## src/rtl/fifo_wr_ptr_ctrl.sv

```systemverilog
// Write-side pointer controller of the dual-clock FIFO: binary/gray write pointer,
// decode of the synchronized gray read pointer, occupancy, flags and push handshake.
module fifo_wr_ptr_ctrl #(
    parameter int N         = 4,
    parameter int AF_THRESH = 12
) (
    input  logic         clk,
    input  logic         rst,
    input  logic         push_vld,
    output logic         push_rdy,
    output logic         wr_en,
    output logic [N-1:0] wr_addr,
    output logic [N:0]   wr_ptr_gray,
    input  logic [N:0]   rd_ptr_gray_s,
    output logic [N:0]   level,
    output logic         full,
    output logic         almost_full,
    output logic         ptr_err
);

    localparam logic [N:0] DEPTH = (N+1)'(1) << N;
    localparam logic [N:0] AF    = AF_THRESH[N:0];

    typedef enum logic [1:0] {INIT, RUN, ERR} state_t;

    state_t     state, state_nxt;
    logic [N:0] wr_ptr_bin;
    logic [N:0] next_bin;
    logic [N:0] rd_ptr_bin;
    logic       in_run;
    logic       lvl_full;
    logic       lvl_over;

    // Gray-to-binary: each binary bit is the XOR of all gray bits at or above it.
    always_comb begin
        rd_ptr_bin = '0;
        for (int i = 0; i <= N; i++)
            rd_ptr_bin[i] = ^(rd_ptr_gray_s >> i);
    end

    assign level    = wr_ptr_bin - rd_ptr_bin;
    assign lvl_full = (level == DEPTH);
    assign lvl_over = (level > DEPTH);
    assign in_run   = (state == RUN);

    assign full        = in_run & lvl_full;
    assign almost_full = in_run & (level >= AF);
    assign push_rdy    = in_run & ~lvl_full & ~lvl_over;
    assign wr_en       = push_vld & push_rdy;
    assign wr_addr     = wr_ptr_bin[N-1:0];
    assign ptr_err     = (state == ERR);
    assign next_bin    = wr_ptr_bin + 1'b1;

    always_comb begin
        state_nxt = state;
        case (state)
            INIT:    if (rd_ptr_gray_s == '0) state_nxt = RUN;
            RUN:     if (lvl_over)            state_nxt = ERR;
            ERR:     state_nxt = ERR;
            default: state_nxt = INIT;
        endcase
    end

    always_ff @(posedge clk or posedge rst) begin
        if (rst) begin
            state <= INIT;
        end else begin
            state <= state_nxt;
        end
    end

    // Gray is registered from next_bin so the exported bus moves one bit per push.
    always_ff @(posedge clk or posedge rst) begin
        if (rst) begin
            wr_ptr_bin  <= '0;
            wr_ptr_gray <= '0;
        end else if (wr_en) begin
            wr_ptr_bin  <= next_bin;
            wr_ptr_gray <= next_bin ^ (next_bin >> 1);
        end
    end

endmodule

```

## config.mk

```make
export PLATFORM = sky130hd
export DESIGN_NAME = fifo_wr_ptr_ctrl
export DESIGN_NICKNAME = d
export VERILOG_FILES = /design/src/rtl/fifo_wr_ptr_ctrl.sv
export SDC_FILE = /design/constraint.sdc
export NUM_CORES = 1
export LEC_CHECK = 0
export ABC_AREA = 0
export CAP_MARGIN = 30
export CELL_PAD_IN_SITES_DETAIL_PLACEMENT = 0
export CELL_PAD_IN_SITES_GLOBAL_PLACEMENT = 1
export CORE_UTILIZATION = 35
export CTS_CLUSTER_DIAMETER = 40
export CTS_CLUSTER_SIZE = 20
export DETAILED_ROUTE_END_ITERATION = 10
export HOLD_SLACK_MARGIN = 0.05
export PLACE_DENSITY = 0.87
export SETUP_SLACK_MARGIN = 0.4
export SYNTH_ARGS = -nofsm -noshare
export SYNTH_HDL_FRONTEND = slang
export SYNTH_SLANG_ARGS = --single-unit
```

## constraint.sdc

```tcl
create_clock -name clk -period 5 [get_ports clk]
set_input_delay 1 -clock clk [delete_from_list [all_inputs] [get_ports clk]]
set_output_delay 1 -clock clk [all_outputs]
set_load 0.03 [all_outputs]
```

Word level (Yosys, flattened, before mapping)

Cells that the tools add are included.

Memories kept: 0
Bits in read-only memories: 0
Register bits: 12
Latch bits: 0
RAM bits: 0
Input port bits: 8

Bitwise logic cells: 8
$mul: 0
Eq/ne operators: 5
Order comparisons: 2
Reductions and logical operators: 8
Div/mod/pow operators: 0
Add/sub/neg operators: 2
Mux-type cells: 3
Shifts and indexed selects: 0

Operators with widths:

| operator                                                                | count |
|---|---|
| 5-bit parity                                                            | 5 |
| 2-bit case mux with 3 select lines                                      | 1 |
| 5-bit by 1-bit adder with 5-bit output, second input constant           | 1 |
| 1-bit AND                                                               | 5 |
| 5-bit == test, second input constant                                    | 1 |
| 5-bit by 4-bit >= comparator with 1-bit output, second input constant   | 1 |
| 5-bit > comparator, second input constant                               | 1 |
| 5-bit logical NOT                                                       | 1 |
| 5-bit subtractor                                                        | 1 |
| 5-bit by 4-bit bitwise XOR with 5-bit output                            | 1 |
| 2-bit two-way mux                                                       | 2 |
| 2-bit by 1-bit == test with 1-bit output, second input constant         | 1 |
| 2-bit == test, second input constant                                    | 1 |
| 2-bit logical NOT                                                       | 1 |
| 2-bit by 1-bit inequality test with 1-bit output, second input constant | 1 |
| 2-bit inequality test, second input constant                            | 1 |
| 1-bit NOT                                                               | 2 |
| 2-bit AND reduction                                                     | 1 |

Logic depth before layout (Yosys ltp)

Gate-level depths: netlist (run 1).

Depth after elaboration: 7
Mapped depth: 14
Depth with buffers taken out: 13

Worst setup path after synthesis (run 1)

OpenSTA, ideal clock, no wires.

Path type: in2out
Start: input rd_ptr_gray_s[2]
End: output full
Cell stages on the path: 11
Data required time: 4.000 ns
Path slack: 0.592 ns
Buffers on the path: 0
Arrival time: 3.408 ns
Cells stage by stage: inv_1 > ha_1 > xnor2_1 > xnor2_1 > ha_1 > inv_2 > fa_1 > xnor2_1 > inv_1 > nor4b_1 > and3_1

Word-level cells in the longest chain between the ends: 4
Elaborated cells between the ends (all ways): 6
Those cells by class: add/sub: 1; eq/ne: 1; bitwise: 1; reduce/logical: 3

RTL lines:

| what                 | line | text |
|---|---|---|
| start, declared      | 14   | `input logic [N:0] rd_ptr_gray_s,` |
| 5-bit parity         | 38   | `rd_ptr_bin[i] = ^(rd_ptr_gray_s >> i);` |
| 5-bit subtractor (*) | 41   | `assign level = wr_ptr_bin - rd_ptr_bin;` |
| named net level[2]   | 15   | `output logic [N:0] level,` |
| 5-bit == test (*)    | 42   | `assign lvl_full = (level == DEPTH);` |
| 1-bit AND (*)        | 46   | `assign full = in_run & lvl_full;` |
| end, declared        | 16   | `output logic full,` |

The timed path passes the listed nets; every way through them passes the cells marked *.

Worst setup path in the final report (run 1)

Start: input rd_ptr_gray_s[0]
End: output full

Word-level cells in the longest chain between the ends: 4

RTL lines:

| what             | line |
|---|---|
| 5-bit parity     | 38 |
| 5-bit subtractor | 41 |
| 5-bit == test    | 42 |
| 1-bit AND        | 46 |

Every way passes these cells.

==> results of run 1 <==
==> critical path: cells and delay by family <==
kind | cells | cell delay (ns)
XOR/XNOR | 2 | 0.29
adder cells (fa/ha/maj) | 3 | 0.76
buffers and inverters | 6 | 0.92
AND/OR/NAND/NOR | 2 | 0.48
==> cell type report <==
| type | instances | area [sq um] | area share, % |
|---|---|---|---|
| inverters | 14 | 52.6 | 3.87 |
| flip-flops and latches | 11 | 275 | 20.3 |
| clock buffers | 4 | 26.3 | 1.94 |
| multi-input cells | 58 | 634 | 46.8 |
| well taps | 28 | 35.0 | 2.58 |
| repair buffers | 37 | 333 | 24.5 |
==> placed cells by master, fill, tap and decap left out, drive strengths merged, types with 3 or more instances in the layout <==
| cell | instances |
|---|---|
| a21oi | 3 |
| and3 | 3 |
| buf | 16 |
| clkbuf | 4 |
| clkdlybuf4s50 | 16 |
| dfrtp | 11 |
| dlygate4sd2 | 4 |
| ha | 11 |
| inv | 14 |
| mux2 | 6 |
| xnor2 | 13 |
| xor2 | 4 |
==> Yosys cell counts, drive strengths merged <==
cell type	number	area, sq um
nor3	1	5.00
mux2	6	78.8
xnor2	13	114
mux2i	2	20.0
a21o	2	15.0
dfrtp	11	275
o211ai	1	7.51
inv	14	52.6
fa	1	20.0
o21ai	2	10.0
nand3b	1	7.51
a21oi	3	18.8
nand2	1	3.75
nor4b	1	8.76
nor2	1	3.75
and3	3	18.8
ha	11	138
a221oi	1	15.0
xor2	4	35.0
and2	2	15.0
nand3	2	10.0
buf	2	16.3
==> stage by stage <==
| stage | utilization [%] | instances | instance area (sq um) | setup WS (ns) | hold WS (ns) |
|---|---|---|---|---|---|
| detailed placement | 53.6 | 147 | 1230 | -0.207 | 0.493 |
| global route | 59.0 | 152 | 1360 | 0.395 | 0.525 |
| floorplan | - | 85 | 888 | 0.592 | 0.485 |
| finish | 59.0 | 152 | 1360 | 0.541 | 0.502 |
| CTS | 57.0 | 151 | 1310 | 0.423 | 0.510 |
| global placement | 53.6 | 147 | 1230 | -0.147 | 0.470 |
==> power breakdown <==
part	leakage (nW)	switching [mW]	internal, mW	total [mW]
clock network	0.0150	0.0340	0.0310	0.0649
logic	0.508	0.436	0.371	0.807
registers	0.134	0.0465	0.132	0.179
total	0.658	0.516	0.535	1.05
==> sequential cells by signal, indices dropped and copies added (netlist names) <==
register     count
wr_ptr_bin       4
wr_ptr_gray      5
state            2
==> routing by layer <==
layer / share of wire (%) / vias to the layer above
met2: 53 / 12
met1: 43 / 352
li1: - / 361
met3: 1.9 / 4
met4: 1.6 / 0
met5: 0 / -
==> kinds of logic (layout without fill, tap and decap cells) <==
family / after synthesis / count (layout) / share of synthesized area, %
flip-flops: 11 / 11 / 31.0
AO/OA/AOI/OAI: 9 / 9 / 7.46
buffers and inverters: 16 / 55 / 7.75
multiplexers: 8 / 8 / 11.1
adder cells (fa/ha/maj): 12 / 12 / 17.7
AND/OR/NAND/NOR: 12 / 12 / 8.17
XOR/XNOR: 17 / 17 / 16.8
==> repair_timing <==
item / CTS / global route
setup buffers: 0 / 1
resized for setup: 17 / 9
gates cloned: 0 / 0
setup endpoints to repair: 8 / 6
pin swaps: 8 / 2
==> how the worst min path moves through the flow <==
| stage | slack (ns) | to | from | depth (start not counted) |
|---|---|---|---|---|
| detailed placement | 0.49 | wr_ptr_gray[1]$_DFFE_PP0P_ | wr_ptr_gray[1]$_DFFE_PP0P_ | 1 |
| floorplan | 0.48 | state[1]$_DFFE_PP0P_ | state[1]$_DFFE_PP0P_ | 1 |
| CTS | 0.51 | wr_ptr_gray[1]$_DFFE_PP0P_ | wr_ptr_gray[1]$_DFFE_PP0P_ | 1 |
| global placement | 0.47 | wr_ptr_gray[1]$_DFFE_PP0P_ | wr_ptr_gray[1]$_DFFE_PP0P_ | 1 |
| global route | 0.52 | wr_ptr_gray[1]$_DFFE_PP0P_ | wr_ptr_gray[1]$_DFFE_PP0P_ | 1 |
| finish | 0.50 | wr_ptr_gray[1]$_DFFE_PP0P_ | wr_ptr_gray[1]$_DFFE_PP0P_ | 1 |
==> impl_metrics.env, run 1 <==
export IMPL_cts_buffer_depth=2
export IMPL_min_path_type="flop to flop"
export IMPL_r2r_end="wr_ptr_gray[1]$_DFFE_PP0P_"
export IMPL_initial_core_util_pct=38.7
export IMPL_rsz0062_at_grt="no"
export IMPL_yosys_warnings=0
export IMPL_grt_usage_pct=17.3
export IMPL_crit_path_start_kind="primary input"
export IMPL_drc=0
export IMPL_synth_distinct_cells=28
export IMPL_cts_buffers=3
export IMPL_grt_pass1_vias=792
export IMPL_worst_path_max_delay_cell="clkdlybuf4s50_1"
export IMPL_drt_total_wl_um=2060
export IMPL_clkLatencyLatePin_ns=0.28
export IMPL_worst_clock_skew_ns=0.000942
export IMPL_viasPerCell=4.80
export IMPL_num_rows=17
export IMPL_synth_seq_cells=11
export IMPL_syn_avg_cell_area_sq_um=10.5
export IMPL_slew_headroom_pct=71.3
export IMPL_cts_hold_buf=0
export IMPL_cp_max_fo=2
export IMPL_antenna_cells=0
export IMPL_drt_iter0_markers=11
export IMPL_period_share_pct=89.2
export IMPL_p_leak_nw=0.658
export IMPL_grt_ovfl_total=0
export IMPL_worstPathRequired_ns=4.00
export IMPL_gp_congestion=0.760
export IMPL_hpwl_um=1540
export IMPL_max_stage_delay_ns=0.45
export IMPL_crit_start="rd_ptr_gray_s[0]"
export IMPL_core_area_sq_um=2300
export IMPL_hold_violations=0
export IMPL_die_h_um=52.4
export IMPL_fin_total_pwr_mw=1.05
export IMPL_ir_worst_vdd_mv=0.417
export IMPL_dr_pass1_iters=2
export IMPL_layout_drive_gt1_share_pct=31.5
export IMPL_post_drt_wl_per_cell_um=13.6
export IMPL_vias=729
export IMPL_n_fill_cell=197
export IMPL_cts_root_buf="clkbuf_4"
export IMPL_die_area_sq_um=2740
export IMPL_fin_crit_ns=4.46
export IMPL_crit_chain="clkdlybuf4s50_1 -> inv_1 -> ha_4 -> xnor2_2 -> ha_2 -> inv_2 -> fa_2 -> buf_4 -> xnor2_2 -> inv_1 -> nor4b_2 -> and3_1 -> buf_6"
export IMPL_rr_worst_depth=11
export IMPL_p_per_area_nw_per_um2=775
export IMPL_nNetsFinal=145
export IMPL_use_met3_pct=2.90
export IMPL_clk_pin_slew_ns=0.08
export IMPL_yosysSeqAreaShare_pct=31.0
export IMPL_htree_levels=1
export IMPL_synth_nets=105
export IMPL_grt_pass1_wl_um=3430
export IMPL_grt_use_met2_pct=30.8
export IMPL_die_x_um=52.4
export IMPL_numClockSinks=11
export IMPL_busiest_layer="met2"
export IMPL_grt_use_met1_pct=19.5
export IMPL_grt_max_degree=12
export IMPL_status="finished clean"
export IMPL_syn2layout_area_growth_pct=52.7
export IMPL_drv_cap=0
export IMPL_critPathCapture="full"
export IMPL_critPathCaptureType="primary output"
export IMPL_syn_inst=85
export IMPL_fin_setup_tns_ns=0
export IMPL_syn_area_sq_um=888
export IMPL_max_slew_worst_pin_slew_ns=0.431
export IMPL_ant_nets=0
export IMPL_fmax_mhz=224
export IMPL_io_buffers=26
export IMPL_io_pin_count=27
export IMPL_r2r_start="wr_ptr_bin[0]$_DFFE_PP0P_"
export IMPL_cts_tree="built"
export IMPL_ff2ff_setup_slack_ns=2.41
export IMPL_setup_violations=0
export IMPL_setup_worst_path_class="primary input to primary output"
export IMPL_drv_slew=0
export IMPL_antenna_found_initial=0
export IMPL_arrival_ns=3.46
Power figures use the tool's default switching activity.
==> run 2: changes to the inputs <==
- CORE_UTILIZATION: 35 -> 36
- CTS_BUF_LIST: not set -> sky130_fd_sc_hd__clkbuf_2 sky130_fd_sc_hd__clkbuf_4 sky130_fd_sc_hd__clkbuf_8
- PLACE_DENSITY: 0.87 -> 0.89
==> impl_metrics.env, run 2 (synthesized netlist as in run 1, its figures left out) <==
export IMPL_status="finished clean"
export IMPL_core_area_sq_um=2280
export IMPL_cp_max_fo=2
export IMPL_slew_headroom_pct=71.7
export IMPL_grt_pass1_wl_um=3170
export IMPL_die_h_um=51.7
export IMPL_crit_path_start_kind="primary input"
export IMPL_arrival_ns=3.49
export IMPL_ant_nets=0
export IMPL_grt_max_degree=12
export IMPL_num_rows=17
export IMPL_power_frac_seq_pct=16.6
export IMPL_p_int_uw=564
export IMPL_setup_worst_path_class="primary input to primary output"
export IMPL_gp_congestion=0.712
export IMPL_clk_pin_slew_ns=0.07
export IMPL_dp_cells=148
export IMPL_power_share_switching_pct=47.6
export IMPL_critPathCaptureType="primary output"
export IMPL_rsz0062_at_grt="no"
export IMPL_cts_tree="built"
export IMPL_crit_chain="clkdlybuf4s50_1 -> inv_1 -> ha_1 -> xnor2_1 -> ha_2 -> inv_2 -> fa_2 -> buf_4 -> xnor2_2 -> inv_1 -> buf_4 -> buf_4 -> dlygate4sd2_1"
export IMPL_cts_root_buf="clkbuf_4"
export IMPL_regMostFlops="wr_ptr_gray"
export IMPL_antenna_found_initial=0
export IMPL_drt_iter0_markers=6
export IMPL_pre_cts_ws_ns=-0.194
export IMPL_max_stage_delay_ns=0.47
export IMPL_io_pin_count=27
export IMPL_final_cell_area_sq_um=1400
export IMPL_viasPerCell=4.65
export IMPL_fmax_mhz=223
export IMPL_layout_drive_gt1_share_pct=34.4
export IMPL_p_leak_nw=0.685
export IMPL_hpwl_um=1450
export IMPL_initial_core_util_pct=39.0
export IMPL_grt_ovfl_total=0
export IMPL_clkLatencyLatePin_ns=0.27
export IMPL_drc=0
export IMPL_largest_reg_flops=5
export IMPL_grt_usage_pct=15.8
export IMPL_antenna_cells=0
export IMPL_cts_buffer_depth=2
export IMPL_setup_violations=0
export IMPL_htree_levels=1
export IMPL_io_buffers=26
export IMPL_worst_path_max_delay_cell="clkdlybuf4s50_1"
export IMPL_fin_crit_ns=4.49
export IMPL_dr_pass1_iters=4
export IMPL_p_per_area_nw_per_um2=769
export IMPL_vias=739
export IMPL_final_util_pct=61.5
export IMPL_ir_worst_vdd_mv=0.552
export IMPL_die_x_um=51.7
export IMPL_die_area_sq_um=2670
export IMPL_whs_ns=0.503
export IMPL_final_cells=159
export IMPL_comb_power_share_pct=77.2
export IMPL_layout_commonest_cell="buf_4"
export IMPL_cts_buffers=3
export IMPL_worstPathRequired_ns=4.00
export IMPL_nNetsFinal=152
export IMPL_drv_slew=0
export IMPL_syn2layout_area_growth_pct=57.5
export IMPL_reg_largest_list="wr_ptr_gray (5), wr_ptr_bin (4), state (2)"
export IMPL_numClockSinks=11
export IMPL_grt_pass1_vias=742
export IMPL_period_share_pct=89.9
export IMPL_drv_cap=0
export IMPL_worst_clock_skew_ns=0.00343
export IMPL_dpl_instance_area_sq_um=1240
export IMPL_post_drt_wl_per_cell_um=11.6
export IMPL_min_path_type="flop to flop"
export IMPL_p_sw_uw=512
export IMPL_hold_violations=0
export IMPL_max_slew_worst_pin_slew_ns=0.425
export IMPL_drt_total_wl_um=1850
export IMPL_worst_slack_ns=0.506
export IMPL_crit_top_cell="buf_4"
export IMPL_p_clk_share_pct=6.2
export IMPL_most_common_layout_cells="20 x buf_4, 17 x clkdlybuf4s50_1, 11 x inv_1, 11 x dfrtp_1"
run 2: repair_timing:
| item | CTS | global route |
|---|---|---|
| setup endpoints to repair | 8 | 5 |
| hold buffers | 0 | 0 |
| pin swaps | 7 | 3 |
| gates resized for setup | 20 | 5 |
| buffers inserted | 6 | 1 |
run 2: metrics by stage:
step                      total power [mW]  setup TNS [ns]
after floorplan                      0.674               0
after global placement               0.934          -0.159
after detailed placement             0.949          -0.200
after CTS                             1.06               0
after global routing                  1.16               0
final                                 1.08               0
run 2: layer usage:
metal	vias to the layer above	track usage [%]	wire, um
met5	-	0	0
met4	0	1.35	0
met3	0	5.26	86
met2	19	25.1	872
met1	350	21.7	890
li1	370	-	-
run 2: path summary, 6_finish.rpt:
path	from	to	slack [ns]	depth (start not counted)
min	wr_ptr_gray[1]$_DFFE_PP0P_	wr_ptr_gray[1]$_DFFE_PP0P_	0.50	1
max in group asynchronous	rst	wr_ptr_gray[2]$_DFFE_PP0P_	3.69	2
min in group asynchronous	rst	state[0]$_DFFE_PP0P_	1.01	2
max reg2reg	wr_ptr_bin[0]$_DFFE_PP0P_	state[0]$_DFFE_PP0P_	2.21	14
max	rd_ptr_gray_s[1]	level[2]	0.51	13
min reg2reg	wr_ptr_gray[1]$_DFFE_PP0P_	wr_ptr_gray[1]$_DFFE_PP0P_	0.50	1
run 2: power groups by stage:
stage / Combinational (mW) / Sequential, mW / Clock [mW]
final: 0.831 / 0.179 / 0.0668
after global routing: 0.897 / 0.188 / 0.0726
after CTS: 0.812 / 0.179 / 0.0698
after detailed placement: 0.769 / 0.180 / 0
after global placement: 0.756 / 0.178 / 0
after floorplan: 0.434 / 0.239 / 0
run 2: final cells by class:
type / count / area (sq um)
Tap cell: 28 / 35.0
Clock buffer: 4 / 30.0
Fill cell: 180 / 877
Timing Repair Buffer: 44 / 383
Sequential cell: 11 / 275
Inverter: 14 / 52.6
Multi-Input combinational cell: 58 / 623
run 2: critical path, delay by kind of cell:
family / cells / cell delay (ns)
adders and majority gates: 3 / 0.79
xor gates and xnor gates: 2 / 0.29
buffers and inverters: 8 / 1.40
